### config.mk
export PLATFORM = sky130hd
export DESIGN_NAME = midi_event_decoder
export DESIGN_NICKNAME = d
export VERILOG_FILES = /design/src/rtl/midi_pkg.sv /design/src/rtl/midi_evt_fifo.sv /design/src/rtl/midi_event_decoder.sv
export SDC_FILE = /design/constraint.sdc
export NUM_CORES = 1
export LEC_CHECK = 0
export CAP_MARGIN = 15
export CORE_UTILIZATION = 60
export CTS_BUF_LIST = sky130_fd_sc_hd__clkbuf_8
export DETAILED_ROUTE_END_ITERATION = 12
export PLACE_DENSITY_LB_ADDON = 0.2
export SYNTH_ARGS = -nofsm -noshare
export SYNTH_HDL_FRONTEND = slang
export SYNTH_HIERARCHICAL = 1
export SYNTH_SLANG_ARGS = --single-unit
### constraint.sdc
create_clock -name clk -period 2.76 [get_ports clk]
set_input_delay 0.69 -clock clk [delete_from_list [all_inputs] [get_ports clk]]
set_output_delay 0.69 -clock clk [all_outputs]
set_load 0.1 [all_outputs]
### src/rtl/midi_pkg.sv
// Shared MIDI types: event type enum, queued event record, status nibbles
// and the small decode helpers used by the parser.
package midi_pkg;

   typedef enum logic [2:0] {
      EVT_NOTE_OFF = 3'd0,
      EVT_NOTE_ON  = 3'd1,
      EVT_POLY_AT  = 3'd2,
      EVT_CTRL     = 3'd3,
      EVT_PROG     = 3'd4,
      EVT_CHAN_AT  = 3'd5,
      EVT_BEND     = 3'd6
   } evt_type_e;

   typedef struct packed {
      evt_type_e   typ;
      logic [3:0]  chan;
      logic [6:0]  d1;
      logic [6:0]  d2;
   } midi_evt_t;

   typedef enum logic [1:0] {
      PS_IDLE    = 2'd0,
      PS_WAIT_D1 = 2'd1,
      PS_WAIT_D2 = 2'd2,
      PS_SKIP    = 2'd3
   } parse_state_e;

   localparam logic [3:0] ST_NOTE_OFF = 4'h8;
   localparam logic [3:0] ST_NOTE_ON  = 4'h9;
   localparam logic [3:0] ST_POLY_AT  = 4'hA;
   localparam logic [3:0] ST_CTRL     = 4'hB;
   localparam logic [3:0] ST_PROG     = 4'hC;
   localparam logic [3:0] ST_CHAN_AT  = 4'hD;
   localparam logic [3:0] ST_BEND     = 4'hE;

   function automatic evt_type_e status_to_type(input logic [3:0] nib);
      case (nib)
         ST_NOTE_ON: return EVT_NOTE_ON;
         ST_POLY_AT: return EVT_POLY_AT;
         ST_CTRL:    return EVT_CTRL;
         ST_PROG:    return EVT_PROG;
         ST_CHAN_AT: return EVT_CHAN_AT;
         ST_BEND:    return EVT_BEND;
         default:    return EVT_NOTE_OFF;
      endcase
   endfunction

   function automatic logic is_two_byte(input logic [3:0] nib);
      return (nib == ST_PROG) || (nib == ST_CHAN_AT);
   endfunction

endpackage

### src/rtl/midi_evt_fifo.sv
// First-word-fall-through event queue; head is forced to zero while empty so
// the consumer never sees stale contents.
module midi_evt_fifo
   import midi_pkg::*;
#(
   parameter int DEPTH = 4
)(
   input  logic      clk,
   input  logic      rst,
   input  logic      in_valid,
   input  midi_evt_t in_data,
   output logic      in_ready,
   output logic      out_valid,
   output midi_evt_t out_data,
   input  logic      out_ready
);

   localparam int AW = $clog2(DEPTH);

   midi_evt_t         mem [DEPTH];
   logic [AW-1:0]     wr_ptr_reg, rd_ptr_reg;
   logic [AW:0]       count_reg, count_next;
   logic              full, wr_en, rd_en;

   assign full      = (count_reg == (AW+1)'(DEPTH));
   assign out_valid = (count_reg != '0);
   assign rd_en     = out_valid && out_ready;
   // A pop in the same cycle frees the slot the push is about to use.
   assign in_ready  = !full || rd_en;
   assign wr_en     = in_valid && in_ready;
   assign out_data  = out_valid ? mem[rd_ptr_reg] : '0;

   always_comb begin
      count_next = count_reg;
      case ({wr_en, rd_en})
         2'b10:   count_next = count_reg + 1'b1;
         2'b01:   count_next = count_reg - 1'b1;
         default: count_next = count_reg;
      endcase
   end

   always_ff @(posedge clk) begin
      if (wr_en) mem[wr_ptr_reg] <= in_data;
   end

   always_ff @(posedge clk) begin
      if (rst) begin
         wr_ptr_reg <= '0;
         rd_ptr_reg <= '0;
         count_reg  <= '0;
      end else begin
         if (wr_en) wr_ptr_reg <= wr_ptr_reg + 1'b1;
         if (rd_en) rd_ptr_reg <= rd_ptr_reg + 1'b1;
         count_reg <= count_next;
      end
   end

endmodule

### src/rtl/midi_event_decoder.sv
// MIDI byte-stream parser with running status; completed channel-voice
// messages are registered once and queued in an event FIFO.
module midi_event_decoder
   import midi_pkg::*;
#(
   parameter logic [15:0] CHAN_MASK   = 16'hFFFF,
   parameter int          FIFO_DEPTH  = 4,
   parameter bit          VEL0_IS_OFF = 1'b1
)(
   input  logic       clk,
   input  logic       rst,
   input  logic       byte_valid,
   input  logic [7:0] byte_data,
   output logic       evt_valid,
   input  logic       evt_ready,
   output logic [2:0] evt_type,
   output logic [3:0] evt_chan,
   output logic [6:0] evt_d1,
   output logic [6:0] evt_d2,
   output logic       overflow,
   output logic [7:0] drop_cnt
);

   parse_state_e state_reg, state_next;
   logic [7:0]   status_reg, status_next;
   logic [6:0]   d1_reg, d1_next;
   logic         push_reg, push_next;
   midi_evt_t    evt_reg, evt_next;
   logic         complete;
   logic [6:0]   cd1, cd2;
   logic         fifo_in_ready, drop;
   logic         overflow_reg;
   logic [7:0]   drop_cnt_reg;
   midi_evt_t    head;

   always_comb begin
      state_next  = state_reg;
      status_next = status_reg;
      d1_next     = d1_reg;
      push_next   = 1'b0;
      evt_next    = '0;
      complete    = 1'b0;
      cd1         = '0;
      cd2         = '0;
      if (byte_valid) begin
         if (byte_data[7]) begin
            if (byte_data[7:4] != 4'hF) begin
               status_next = byte_data;
               d1_next     = '0;
               state_next  = PS_WAIT_D1;
            end else if (!byte_data[3]) begin
               // F0-F7 kill running status; F8-FF fall through untouched.
               status_next = '0;
               state_next  = (byte_data == 8'hF0) ? PS_SKIP : PS_IDLE;
            end
         end else begin
            case (state_reg)
               PS_WAIT_D1: begin
                  if (is_two_byte(status_reg[7:4])) begin
                     complete = 1'b1;
                     cd1      = byte_data[6:0];
                  end else begin
                     d1_next    = byte_data[6:0];
                     state_next = PS_WAIT_D2;
                  end
               end
               PS_WAIT_D2: begin
                  complete   = 1'b1;
                  cd1        = d1_reg;
                  cd2        = byte_data[6:0];
                  state_next = PS_WAIT_D1;
               end
               default: ;
            endcase
         end
      end
      if (complete) begin
         evt_next.typ  = status_to_type(status_reg[7:4]);
         if (VEL0_IS_OFF && (evt_next.typ == EVT_NOTE_ON) && (cd2 == '0))
            evt_next.typ = EVT_NOTE_OFF;
         evt_next.chan = status_reg[3:0];
         evt_next.d1   = cd1;
         evt_next.d2   = cd2;
         push_next     = CHAN_MASK[status_reg[3:0]];
      end
   end

   always_ff @(posedge clk) begin
      if (rst) begin
         state_reg  <= PS_IDLE;
         status_reg <= '0;
         d1_reg     <= '0;
         push_reg   <= 1'b0;
         evt_reg    <= '0;
      end else begin
         state_reg  <= state_next;
         status_reg <= status_next;
         d1_reg     <= d1_next;
         push_reg   <= push_next;
         evt_reg    <= evt_next;
      end
   end

   midi_evt_fifo #(.DEPTH(FIFO_DEPTH)) u_fifo (
      .clk       (clk),
      .rst       (rst),
      .in_valid  (push_reg),
      .in_data   (evt_reg),
      .in_ready  (fifo_in_ready),
      .out_valid (evt_valid),
      .out_data  (head),
      .out_ready (evt_ready)
   );

   assign drop = push_reg && !fifo_in_ready;

   always_ff @(posedge clk) begin
      if (rst) begin
         overflow_reg <= 1'b0;
         drop_cnt_reg <= '0;
      end else if (drop) begin
         overflow_reg <= 1'b1;
         if (drop_cnt_reg != 8'hFF) drop_cnt_reg <= drop_cnt_reg + 1'b1;
      end
   end

   assign overflow = overflow_reg;
   assign drop_cnt = drop_cnt_reg;
   assign evt_type = head.typ;
   assign evt_chan = head.chan;
   assign evt_d1   = head.d1;
   assign evt_d2   = head.d2;

endmodule

# == Yosys cells after proc, flatten, opt, wreduce, memory -nomap -nowiden ==
# Memory sizes are Yosys's and may differ from the RTL's. A register that Yosys moved wholly into a read port is not among the register bits.
# Cells that the tools add are included.
# classes
muxes,29
bitwise_logic,2
n_addsub,5
reduce_logical,20
eq_ne,20
# op_table
cell,count
two-way mux 7 bit,8
"== test 4 bit, second input constant",6
two-way mux 21 bit,1
one-hot mux 3 bit (6 select lines),1
two-way mux 8 bit,2
two-way mux 2 bit,7
one-hot mux 7 bit (2 select lines),1
"adder 8 x 1 -> 8 bit, second input constant",1
"== test 8 bit, second input constant",1
"inequality test 8 bit, second input constant",1
AND reduction 4 bit,2
logical NOT 7 bit,1
one-hot mux 3 bit (2 select lines),1
nonzero test 3 bit,2
two-way mux 1 bit,5
"adder 2 x 1 -> 2 bit, second input constant",2
"== test 2 x 1 -> 1 bit, second input constant",2
"== test 2 bit, second input constant",2
logical AND 1 bit,4
"inequality test 2 x 1 -> 1 bit, second input constant",2
"inequality test 4 bit, second input constant",1
one-hot mux 2 bit (2 select lines),1
nonzero test 2 bit,2
OR reduction 4 bit,1
other kinds (16),19
# totals
in_bits,12
rom_bits,16
wordCells,90
ff_bits,54
mem_bits_rw,84
memories,2
out_inout_bits,31
# memory_table
name,depth,width,rd,rd_clocked_by_memory_dff,write_ports,line_no,text
u_fifo.mem,4,21,1,1,1,midi_evt_fifo.sv:20,midi_evt_t mem [DEPTH];
(name not given),16,1,1,1,0,midi_event_decoder.sv:84,push_next = CHAN_MASK[status_reg[3:0]];

# == Logic depth before layout (Yosys ltp) ==
# logic_depth
depth_word,10
depth_mapped,9
depth_no_buf,7

# == Cells and area by module ==
# The synthesis kept the hierarchy.
# by_module_without_submodules
module,area_per_inst_um2,instances,seq_area_each_um2,cells_each
midi_evt_fifo,3689.8,1,2702.6,197
midi_event_decoder,1860.5,1,960.9,174

# == Worst setup path before layout ==
# OpenSTA, ideal clock, no wires.
# synth_path
path_kind,flip-flop to output port
start,register u_fifo.count_reg[1]
end,output port evt_chan[0]
setup_slack_ps,-471
t_required_ps,2070
stages_incl_launch_ff,5
arrival_time_ps,2541
path_buffers,2
cell_sequence,dfxtp_1 or3_1 clkbuf_1 clkbuf_1 and2_1
# synth_via
elab_chain_cells,2
# synth_rtl
item,line_no,text
start: declaration,midi_evt_fifo.sv:22,"logic [AW:0] count_reg, count_next;"
start signal: assignment,midi_evt_fifo.sv:54,count_reg <= count_next;
nonzero test 3 bit,midi_evt_fifo.sv:26,assign out_valid = (count_reg != '0);
named net evt_valid,midi_event_decoder.sv:14,"output logic evt_valid,"
two-way mux 21 bit,midi_evt_fifo.sv:31,assign out_data = out_valid ? mem[rd_ptr_reg] : '0;
end: declaration,midi_event_decoder.sv:17,"output logic [3:0] evt_chan,"
# The timed path passes the listed nets, and every way through them passes these cells.

# == Final worst setup path ==
# layout_path
start,register u_fifo.count_reg[1]
end,output port evt_d1[2]
# layout_via
elab_chain_cells,2
# layout_rtl
item,line_no,text
nonzero test 3 bit,midi_evt_fifo.sv:26,
two-way mux 21 bit,midi_evt_fifo.sv:31,
end: declaration,midi_event_decoder.sv:18,"output logic [6:0] evt_d1,"
# No other way between the ends.

==> results.py <==
metrics = {
    "detailed_routing": {
        "avgRoutedWirePerCell_um": 17.9,
        "viasPerCell": 5.87,
        "drc": 5,
        "wl_mm": 9.80,
        "postRouteAntennaNets": 0,
        "vias": 3209,
        "first_pass_iters": 9,
        "drtIter0Drc": 177,
    },
    "worst_setup_path": {
        "path_class": "flip-flop to output port",
        "cp_max_fo": 25,
        "crit_path_end_kind": "output port",
        "cp.required_ns": 2.07,
        "critPathLaunchType": "flip-flop",
        "worstPathArrival_ns": 1.96,
    },
    "synth": {
        "synthArstFlopShare_pct": 0,
        "yosys.area.top_type": "edfxtp_1",
        "syn-num-nets": 391,
        "yosys-top-cells-area": "edfxtp_1 (45%), dfxtp_1 (21%), mux4_2 (8.5%), and2_1 (2.9%), a22o_1 (2.2%)",
        "ys_types": 56,
        "synth-edff-count": 84,
        "syn_avg_cell_area_um2": 15.0,
        "synth_ff_type": "edfxtp_1",
        "ys_ff_latch": 141,
        "synth_top_cell_area_share_pct": 45.4,
        "syn_inst": 371,
        "yosysSeqAreaShare_pct": 66.0,
        "syn_area_um2": 5550,
        "yosysWarnings": 6,
    },
    "clock_tree": {
        "cts_buffers": 17,
        "cts_hold_buffers": 0,
        "cts_setup_buffers": 0,
        "path_clk_slew_ns": 0.08,
        "htree_levels": 4,
        "clockRootBuffer": "clkbuf_8",
        "clockBufferDepth": 2,
        "cts.sinks": 141,
        "cts_resized": 0,
        "cts_tree": "yes",
        "clk_latency_ns": 0.42,
    },
    "placed_design": {
        "dp_cells": 515,
        "gp_congestion": 0.800,
        "place_worst_setup_slack_ns": 0.149,
        "post_dp_cell_area_um2": 6340,
        "io_buffers": 42,
        "hpwl_mm": 6.45,
    },
    "pwr": {
        "powerDensity_nw_per_um2": 599,
        "power.leakage_nw": 2.41,
        "ir_worst_vdd_mv": 0.422,
        "p_total_mw": 4.06,
    },
    "die": {
        "ios": 43,
        "fp.dieH_um": 98.2,
        "placementRows": 34,
        "die-area_um2": 9640,
        "core_area_um2": 8850,
        "die-width_um": 98.2,
        "initial_core_util_pct": 62.7,
    },
    "run_status": {
        "outcome": "finished with violations",
        "violations": "design-rule violations",
    },
    "finish": {
        "fin_area_um2": 6770,
        "drive_above_1_share_pct": 23.0,
        "syn2layout_area_growth_pct": 22.0,
        "fin_cells": 547,
        "diodes": 0,
        "final_nets": 446,
        "fillers": 534,
        "final_core_util_pct": 76.5,
        "largest_reg_flops": 84,
    },
    "timing": {
        "grt_setup_unrepaired": "no",
        "clock.fmax_mhz": 377,
        "tightest_slew_ns": 0.581,
        "slew_headroom_pct": 61.3,
        "final_hold_viol_count": 0,
        "post-route-min-period_ns": 2.65,
        "final.setup.worst_slack_ns": 0.106,
        "finalSetupViolCount": 0,
        "finClkSkew_ns": 0.0102,
        "finalCritPeriodShare_pct": 96.2,
        "holdWs_ns": 0.471,
        "slew_viol_final": 0,
        "tns_ns": 0,
    },
    "global_route": {
        "antenna_found_initial": 0,
        "grt.total_usage_pct": 22.2,
        "overflow": 0,
        "grt_max_degree": 27,
        "grt_pass1_vias": 3147,
        "grt_pass1_wl_mm": 15.8,
    },
    "worst_hold_path": {
        "hp-class": "flip-flop to flip-flop",
    },
    "flow_run": {
        "cap_violations": 0,
    },
}
[power by group]
part	leakage (nW)	switching [mW]	internal [mW]	total [mW]
logic	0.923	0.0597	0.0465	0.106
registers	1.27	0.00859	2.21	2.22
clock network	0.216	0.747	0.984	1.73
total	2.41	0.815	3.24	4.06
[placed cells by master (no fill, tap or decap), types with 4 or more instances in the layout]
cell	n
nand3_1	5
buf_12	27
nor3_1	4
ha_1	7
mux4_2	21
buf_4	17
nor2_1	27
clkbuf_8	17
clkinv_4	5
a22oi_1	7
edfxtp_1	84
a211oi_1	4
and4b_1	4
nor2b_1	5
nand2_1	8
inv_1	11
a21oi_1	5
bufinv_16	4
a22o_1	14
and2_1	26
and3_1	12
dfxtp_1	57
clkdlybuf4s50_1	11
xor2_1	6
[worst paths after layout]
kind | start | to | slack [ns] | depth (start not counted)
setup / recovery | u_fifo/count_reg[1]$_SDFFE_PP0P_ | evt_d1[2] | 0.11 | 3
hold / removal | status_reg[0]$_SDFFE_PP0P_ | evt_reg[14]$_SDFF_PP0_ | 0.47 | 1
setup reg to reg | u_fifo/count_reg[1]$_SDFFE_PP0P_ | u_fifo/count_reg[2]$_SDFFE_PP0P_ | 0.68 | 6
hold reg to reg | status_reg[0]$_SDFFE_PP0P_ | evt_reg[14]$_SDFF_PP0_ | 0.47 | 1
[worst max-delay path: stages, from the launching register on]
cell	delay (ns)
dfxtp_1	0.37
or3_2	0.72
and2_1	0.27
buf_12	0.17
[metal layers]
layer / routed length, um / share of wire, % / global-route usage, %
met1: 4120 / 42 / 27.8
met2: 5070 / 52 / 37.1
met3: 579 / 5.9 / 6.01
met4: 36 / 0.37 / 8.61
met5: 0 / 0 / 0
[Yosys cell counts (5+ instances only)]
cell,instances
dfxtp_1,57
a22oi_1,7
nand2_1,8
and3_1,12
xor2_1,6
edfxtp_1,84
clkbuf_1,8
a22o_1,14
inv_1,9
and2_1,26
ha_1,7
nand3_1,5
nor2_1,27
nor2b_1,5
a21oi_1,5
mux4_2,21
[cell families after synthesis]
kind of cell               Yosys count  synth area share, %
DFF                                141                 66.0
and+or+nand+nor                    109                 11.4
AOI/OAI and AO/OA                   53                 7.48
buffers and inverters               28                 2.89
muxes                               23                 8.90
xor gates and xnor gates             9                 1.42
adders and majority gates            8                 1.94
[final cells by class]
cell class / instances / area (um^2) / share of cell area [%]
Clock buffer: 17 / 234 / 3.46
Tap cell: 108 / 135 / 2.00
Timing Repair Buffer: 55 / 778 / 11.5
Inverter: 9 / 33.8 / 0.499
Multi-Input combinational cell: 202 / 1730 / 25.5
Clock inverter: 15 / 199 / 2.94
Sequential cell: 141 / 3660 / 54.1
Note: power is estimated with default switching activity, not from simulation.
